File: src/rtl/fb_rect_fill.sv
// Solid-colour rectangle fill into a ping/pong SDRAM framebuffer via the controller write port.
// Optional clipping to the display is enabled by defining FB_RECT_CLIP_EN.
module fb_rect_fill #(
  parameter int H_DISP        = 1024,
  parameter int V_DISP        = 600,
  parameter int PIX_W         = 24,
  parameter int ADDR_W        = 32,
  parameter int LOAD_CYCLES   = 2,
  parameter int SETTLE_CYCLES = 4
) (
  input  logic              clk,
  input  logic              rst_n,
  input  logic              sys_vaild,
  input  logic              cmd_en,
  input  logic [15:0]       cmd_x,
  input  logic [15:0]       cmd_y,
  input  logic [15:0]       cmd_w,
  input  logic [15:0]       cmd_h,
  input  logic [PIX_W-1:0]  cmd_pixel,
  input  logic              cmd_buf,
  input  logic [ADDR_W-1:0] base0,
  input  logic [ADDR_W-1:0] base1,
  input  logic              wr_ready,
  output logic              sys_load,
  output logic              sys_we,
  output logic [PIX_W-1:0]  sys_data,
  output logic [ADDR_W-1:0] sys_addr_min,
  output logic [ADDR_W-1:0] sys_addr_max,
  output logic              busy,
  output logic              done,
  output logic [2:0]        dbg_state
);

  typedef enum logic [2:0] {
    S_IDLE, S_LATCH, S_LOAD, S_SETTLE, S_WRITE, S_NEXT, S_DONE, S_WAIT_REL
  } state_t;

  state_t              state_q, state_d;
  logic [15:0]         x_q, x_d, y_q, y_d, w_q, w_d, h_q, h_d;
  logic [PIX_W-1:0]    pix_q, pix_d;
  logic [ADDR_W-1:0]   base_q, base_d, row_addr_q, row_addr_d;
  logic [15:0]         rows_left_q, rows_left_d, cnt_q, cnt_d, px_cnt_q, px_cnt_d;
  logic                load_q, load_d, we_en_q, we_en_d, busy_q, busy_d, done_q, done_d;
  logic [PIX_W-1:0]    data_q, data_d;
  logic [ADDR_W-1:0]   addr_min_q, addr_min_d, addr_max_q, addr_max_d;
  logic [15:0]         w_clip, h_clip;
  logic                last_px;

`ifdef FB_RECT_CLIP_EN
  logic [31:0] x_ext, y_ext, w_ext, h_ext, w_room, h_room;
  always_comb begin
    x_ext  = {16'd0, cmd_x};
    y_ext  = {16'd0, cmd_y};
    w_ext  = {16'd0, cmd_w};
    h_ext  = {16'd0, cmd_h};
    w_room = 32'(H_DISP) - x_ext;
    h_room = 32'(V_DISP) - y_ext;
    w_clip = cmd_w;
    h_clip = cmd_h;
    if (x_ext >= 32'(H_DISP) || y_ext >= 32'(V_DISP)) begin
      w_clip = 16'd0;
      h_clip = 16'd0;
    end else begin
      if (w_ext > w_room) w_clip = w_room[15:0];
      if (h_ext > h_room) h_clip = h_room[15:0];
    end
  end
`else
  assign w_clip = cmd_w;
  assign h_clip = cmd_h;
`endif

  // FIFO handshake: a word transfers on every cycle sys_we is high; wr_ready may drop at any time.
  assign sys_we    = we_en_q & wr_ready;
  assign last_px   = (px_cnt_q == w_q - 16'd1);
  assign sys_load  = load_q;
  assign sys_data  = data_q;
  assign sys_addr_min = addr_min_q;
  assign sys_addr_max = addr_max_q;
  assign busy      = busy_q;
  assign done      = done_q;
  assign dbg_state = state_q;

  always_ff @(posedge clk or negedge rst_n) begin
    if (!rst_n) begin
      state_q     <= S_IDLE;
      x_q         <= '0;
      y_q         <= '0;
      w_q         <= '0;
      h_q         <= '0;
      pix_q       <= '0;
      base_q      <= '0;
      row_addr_q  <= '0;
      rows_left_q <= '0;
      cnt_q       <= '0;
      px_cnt_q    <= '0;
      load_q      <= 1'b0;
      we_en_q     <= 1'b0;
      busy_q      <= 1'b0;
      done_q      <= 1'b0;
      data_q      <= '0;
      addr_min_q  <= '0;
      addr_max_q  <= '0;
    end else begin
      state_q     <= state_d;
      x_q         <= x_d;
      y_q         <= y_d;
      w_q         <= w_d;
      h_q         <= h_d;
      pix_q       <= pix_d;
      base_q      <= base_d;
      row_addr_q  <= row_addr_d;
      rows_left_q <= rows_left_d;
      cnt_q       <= cnt_d;
      px_cnt_q    <= px_cnt_d;
      load_q      <= load_d;
      we_en_q     <= we_en_d;
      busy_q      <= busy_d;
      done_q      <= done_d;
      data_q      <= data_d;
      addr_min_q  <= addr_min_d;
      addr_max_q  <= addr_max_d;
    end
  end

  always_comb begin
    state_d = state_q;
    case (state_q)
      S_IDLE:     if (cmd_en && sys_vaild) state_d = S_LATCH;
      S_LATCH:    state_d = (w_q == 16'd0 || h_q == 16'd0) ? S_DONE : S_LOAD;
      S_LOAD:     if (cnt_q == 16'(LOAD_CYCLES - 1)) state_d = S_SETTLE;
      S_SETTLE:   if (cnt_q == 16'(SETTLE_CYCLES - 1)) state_d = S_WRITE;
      S_WRITE:    if (sys_we && last_px) state_d = S_NEXT;
      S_NEXT:     state_d = (rows_left_q == 16'd1) ? S_DONE : S_LOAD;
      S_DONE:     state_d = S_WAIT_REL;
      S_WAIT_REL: if (!cmd_en) state_d = S_IDLE;
      default:    state_d = S_IDLE;
    endcase
  end

  // Datapath: command latch, row address walk and the cycle/pixel counters.
  always_comb begin
    x_d         = x_q;
    y_d         = y_q;
    w_d         = w_q;
    h_d         = h_q;
    pix_d       = pix_q;
    base_d      = base_q;
    row_addr_d  = row_addr_q;
    rows_left_d = rows_left_q;
    px_cnt_d    = px_cnt_q;
    cnt_d       = (state_d != state_q) ? 16'd0 : cnt_q + 16'd1;
    case (state_q)
      S_IDLE: if (cmd_en && sys_vaild) begin
        x_d    = cmd_x;
        y_d    = cmd_y;
        w_d    = w_clip;
        h_d    = h_clip;
        pix_d  = cmd_pixel;
        base_d = cmd_buf ? base1 : base0;
      end
      S_LATCH: begin
        row_addr_d  = base_q + ADDR_W'(y_q) * ADDR_W'(H_DISP) + ADDR_W'(x_q);
        rows_left_d = h_q;
      end
      S_SETTLE: px_cnt_d = 16'd0;
      S_WRITE:  if (sys_we) px_cnt_d = px_cnt_q + 16'd1;
      S_NEXT: begin
        row_addr_d  = row_addr_q + ADDR_W'(H_DISP);
        rows_left_d = rows_left_q - 16'd1;
      end
      default: ;
    endcase
  end

  // Outputs are decoded from the next state so they line up with the registered state.
  always_comb begin
    load_d     = (state_d == S_LOAD);
    we_en_d    = (state_d == S_WRITE);
    busy_d     = (state_d != S_IDLE) && (state_d != S_WAIT_REL);
    done_d     = (state_d == S_DONE);
    data_d     = (state_d == S_WRITE) ? pix_q : data_q;
    addr_min_d = addr_min_q;
    addr_max_d = addr_max_q;
    if (state_d == S_LOAD) begin
      addr_min_d = row_addr_d;
      addr_max_d = base_q + ADDR_W'(H_DISP * V_DISP);
    end
  end

endmodule

File: config.mk
export PLATFORM = sky130hd
export DESIGN_NAME = fb_rect_fill
export DESIGN_NICKNAME = d
export VERILOG_FILES = /design/src/rtl/fb_rect_fill.sv
export SDC_FILE = /design/constraint.sdc
export NUM_CORES = 1
export LEC_CHECK = 0
export CAP_MARGIN = 20
export CORE_MARGIN = 3
export CORE_UTILIZATION = 54
export CTS_CLUSTER_DIAMETER = 80
export DETAILED_ROUTE_END_ITERATION = 8
export PLACE_DENSITY = 0.81
export SLEW_MARGIN = 25
export SYNTH_ARGS = -nofsm -noshare
export SYNTH_HDL_FRONTEND = slang
export SYNTH_SLANG_ARGS = --single-unit
export TNS_END_PERCENT = 20
File: constraint.sdc
create_clock -name clk -period 4.7 [get_ports clk]
set_clock_uncertainty 0.1 [all_clocks]
set_input_delay 0.705 -clock clk [delete_from_list [all_inputs] [get_ports clk]]
set_output_delay 0.705 -clock clk [all_outputs]
set_load 0.05 [all_outputs]
* Word level (Yosys, flattened, before mapping)
Cells that the tools add are included.
** Word-level totals
- Word-level logic and storage cells :: 70
- Output and inout port bits :: 95
- Register bits after elaboration :: 295
- Bits of input ports :: 158
** Operators by class
- Equal/unequal tests :: 17
- Muxes and demuxes :: 14
- Bitwise operators :: 1
- Reductions and logical operators :: 12
- Add/sub/neg operators :: 8
** Operator list (count)
- $pmux 16 s2 :: 2
- $pmux 32 s2 :: 1
- $add 16x1->16 const B :: 2
- $add 32x11->32 const B :: 1
- $add 32x16->32 :: 1
- $add 32x20->32 const B :: 1
- $add 32x26->32 :: 1
- $eq 16x1->1 const B :: 2
- $logic_not 16->1 :: 2
- $mux 16 :: 2
- $mux 32 :: 1
- $sub 16x1->16 const B :: 2
- $pmux 3 s8 :: 1
- $mux 3 :: 7
- $eq 3x3->1 const B :: 6
- $eq 16x16->1 :: 1
- $eq 16x2->1 const B :: 1
- $eq 3x2->1 const B :: 3
- $reduce_and 2->1 :: 2
- $reduce_bool 2->1 :: 2
- $eq 3x1->1 const B :: 1
- $logic_and 1x1->1 :: 3
- $logic_not 3->1 :: 1
- $ne 3x3->1 :: 1
- other kinds (5) :: 5

* Logic depth before layout (Yosys ltp)
- Depth after elaboration :: 7
- Depth in mapped cells :: 14
- Gate-level depth less buffers :: 12

* Worst setup path after synthesis
No wires, ideal clock.
- Path kind :: in2reg
- Start :: in wr_ready
- End :: reg data_q[10], in the netlist sys_data[10]
- Setup time :: 0.125 ns
- Stages :: 10
- Buffers on the path :: 2
- Path slack :: 1.280 ns
- Arrival time :: 3.195 ns
- Cells stage by stage :: and2_1 and3_1 clkbuf_1 nand4_1 a2111oi_0 nand4_1 o41ai_4 nor3_2 buf_6 mux2_4
** Between the ends
- Word-level cells in the longest chain between the ends :: 5
** Ends and longest elaborated chain
- from (decl) :: RTL line 23 : input logic wr_ready,
- $and 1x1->1 :: RTL line 74 : assign sys_we = we_en_q & wr_ready;
- $logic_and 1x1->1 :: RTL line 133 : S_WRITE: if (sys_we && last_px) state_d = S_NEXT;
- $mux 3 :: RTL line 133
- $pmux 3 s8 :: RTL line 128 : case (state_q)
- named net state_d[0] :: RTL line 38 : state_t state_q, state_d;
- $eq 3x3->1 :: RTL line 182 : data_d = (state_d == S_WRITE) ? pix_q : data_q;
- to (signal assigned) :: RTL line 120 : data_q <= data_d;
- to (decl) :: RTL line 44 : logic [PIX_W-1:0] data_q, data_d;
The timed path passes the listed nets, and every way through them passes these cells.
A chain may end at the register's enable or synchronous reset.

* Worst setup path in the final report
- Start :: reg base_q[15]
- End :: reg addr_min_q[29], in the netlist sys_addr_min[29]
** Between the ends
- Word-level cells in the longest chain between the ends :: 3
** Ends and longest elaborated chain
- from (decl) :: RTL line 41 : logic [ADDR_W-1:0] base_q, base_d, row_addr_q, row_addr_d;
- from (signal assigned) :: RTL line 111 : base_q <= base_d;
- $add 32x26->32 :: RTL line 163 : row_addr_d = base_q + ADDR_W'(y_q) * ADDR_W'(H_DISP) + ADDR_W'(x_q);
- $add 32x16->32 :: RTL line 163
- $pmux 32 s2 :: RTL line 153 : case (state_q)
- named net row_addr_d[29] :: RTL line 41
- to (signal assigned) :: RTL line 121 : addr_min_q <= addr_min_d;
- to (decl) :: RTL line 45 : logic [ADDR_W-1:0] addr_min_q, addr_min_d, addr_max_q, addr_max_d;
The timed path passes the listed nets, and every way through them passes these cells.

==> flow_metrics.tcl <==
set metrics [dict create \
    worstSetupEndpointType "register" \
    cts_tree "built" \
    fin_crit_sh_pct 78.2 \
    ant_nets 0 \
    avgRoutedWirePerCell_um 18.1 \
    vdd_ir_drop_max_mv 0.442 \
    antenna_cells 0 \
    dpl_cell_area_mm2 0.0182 \
    syn-num-nets 1695 \
    whs_ns 0.209 \
    syn_area_per_cell_um2 10.3 \
    fin_setup_tns_ns 0 \
    grt_use_total_pct 25.0 \
    clock_latency_ns 0.51 \
    die_x_um 174 \
    drt-initial-drc-count 900 \
    synth-async-reset-ratio_pct 100 \
    grt_pass1_vias 12300 \
    worstMarginPinSlew_ns 0.942 \
    grt_max_degree 120 \
    stdcell_area_mm2 0.0193 \
    h-tree-depth 2 \
    dieArea_mm2 0.0303 \
    max_freq_mhz 272 \
    post-dp-hpwl_mm 27.6 \
    ctsResizeCount 0 \
    rows 60 \
    hold_class "in -> async" \
    ys_warn_count 0 \
    place.gp.congestion 0.873 \
    wirelength_mm 38.3 \
    crit_arrival_ns 3.96 \
    cts_sinks 295 \
    drt_pre_antenna_iters 6 \
    detail_route.vias_per_cell 5.70 \
    grt_antenna_before_repair 1 \
    slew_headroom_pct 37.2 \
    seq_area_frac_synth_pct 48.4 \
    setup_violations 0 \
    area_delta_synth_final_pct 26.3 \
    clockBufferDepth 3 \
    rsz0062_at_grt "no" \
    hold_violations 0 \
    p_per_area_mw_per_mm2 668 \
    synth-edff-count 0 \
    max_cap_viol_count 0 \
    crit_type "reg -> reg" \
    synthCells 1476 \
    cts-hold-fix-buffers 0 \
    drive_gt1_share_pct 12.5 \
    crit_path_start_kind "register" \
    fin_nets 1936 \
    grt_pass1_wl_mm 62.5 \
    num_vias 12000 \
    cts-root-buf "clkbuf_16" \
    core_mm2 0.0274 \
    path_clk_slew_ns 0.06 \
    synth_ff_type "dfrtp_1" \
    cp.required_ns 4.99 \
    p_leak_nw 8.80 \
    ys_ff_latch 295 \
    slew_viol_final 0 \
    cts_setup_buffers 0 \
    start_util_pct 55.7 \
    grt-busiest-layer "met2" \
    use_met1_pct 32.7 \
    outcome "completed" \
    syn_area_mm2 0.0153 \
    numPortBuffers 252 \
    grt_overflow_total 0 \
    grt.met2_usage_pct 42.7 \
    cts_buffers 34 \
    io_pins 253 \
    die-height_um 174 \
    met3_usage_pct 5.44 \
    synth_cell_types 70 \
    path_max_fanout 6 \
    drc 0 \
    min_period_ns 3.67 \
]
[flip-flops by register name, indices dropped and copies added (netlist names)]
name,cells
base_q,32
busy,1
cnt_q,16
dbg_state,3
done,1
h_q,16
pix_q,24
px_cnt_q,16
row_addr_q,32
rows_left_q,16
sys_addr_max,32
sys_addr_min,32
sys_data,24
sys_load,1
w_q,16
we_en_q,1
x_q,16
y_q,16
[where the power goes]
part	switching (mW)	internal, mW	total, mW	leakage [nW]
combinational	3.67	2.39	6.05	4.40
sequential	0.839	3.44	4.28	3.87
clock	1.04	1.50	2.54	0.534
total	5.54	7.33	12.9	8.80
[area by class of cell]
| type | count | area, µm² |
|---|---|---|
| clock inverters | 12 | 110 |
| clock buffers | 47 | 970 |
| repair buffers | 274 | 2730 |
| flip-flops and latches | 295 | 7380 |
| multi-input cells | 1086 | 7530 |
| well taps | 372 | 465 |
| inverters | 26 | 97.6 |
| fillers | 1989 | 8110 |
[cells in the final DEF, fill, tap and decap left out, types with 19 or more instances in the layout]
master / netlist / final
a21oi_1: 51 / 51
clkbuf_16: 0 / 34
clkdlybuf4s50_1: 0 / 250
dfrtp_1: 295 / 295
ha_1: 54 / 54
inv_1: 24 / 24
mux2_2: 106 / 106
mux2_4: 19 / 19
mux2i_1: 43 / 43
nand2_1: 209 / 208
nand3_1: 55 / 54
nor2_1: 99 / 98
nor3_1: 24 / 24
o21ai_0: 100 / 100
xnor2_1: 42 / 42
xor2_1: 52 / 52
[cells in the mapped netlist, drive strengths merged (25+ instances only)]
cell	count	area, µm²
a21oi	51	255
clkbuf	55	206
dfrtp	295	7380
ha	54	676
inv	26	97.6
mux2	132	1560
mux2i	43	430
nand2	209	785
nand3	55	275
nor2	100	378
nor3	25	130
o21ai	110	551
xnor2	42	368
xor2	53	472
[layer usage]
layer	wire length (µm)	vias up
met5	20	-
met3	2450	66
met4	899	2
met1	16300	5892
li1	-	5691
met2	18600	386
[critical path, stage by stage (launching register included)]
cell and delay, ns:
dfrtp_1 0.44, fa_1 0.39, ha_1 0.37, a211oi_1 0.33, o21a_1 0.24, a21oi_1 0.10, o21ai_0 0.42, o211ai_1 0.25
a2111oi_0 0.48, nor3b_1 0.13, mux2_1 0.31
[logic make-up (layout without fill, tap and decap cells)]
family | Yosys count | in the layout | synth area share (%)
AND/OR/NAND/NOR | 496 | 496 | 15.0
flip-flops | 295 | 295 | 48.4
AO/OA/AOI/OAI | 259 | 259 | 10.3
multiplexers | 175 | 175 | 13.0
XOR/XNOR | 95 | 95 | 5.50
buffers and inverters | 95 | 359 | 2.48
adder cells (fa/ha/maj) | 61 | 61 | 5.34
[per-stage QoR]
step / instances / utilization [%] / power [mW] / worst slack (ns)
2_1_floorplan: 1476 / - / 8.38 / 1.28
3_3_place_gp: 2051 / 66.4 / 10.1 / 0.990
3_5_place_dp: 2053 / 66.4 / 10.3 / 0.916
4_1_cts: 2112 / 70.4 / 12.9 / 1.01
5_1_grt: 2112 / 70.4 / 13.7 / 0.805
6_report: 2112 / 70.4 / 12.9 / 1.03
[final timing paths]
check                         startpoint               end  slack [ns]  depth (start not counted)
setup / recovery              base_q[15]  sys_addr_min[29]        1.03                         10
hold / removal                     rst_n          cnt_q[9]        0.21                          1
setup reg to reg              base_q[15]  sys_addr_min[29]        1.03                         10
hold reg to reg            row_addr_q[4]     row_addr_q[4]        0.36                          2
max in group asynchronous          rst_n       px_cnt_q[9]        3.26                          2
min in group clk           row_addr_q[4]     row_addr_q[4]        0.36                          2
Note: power is estimated with default switching activity, not from simulation.
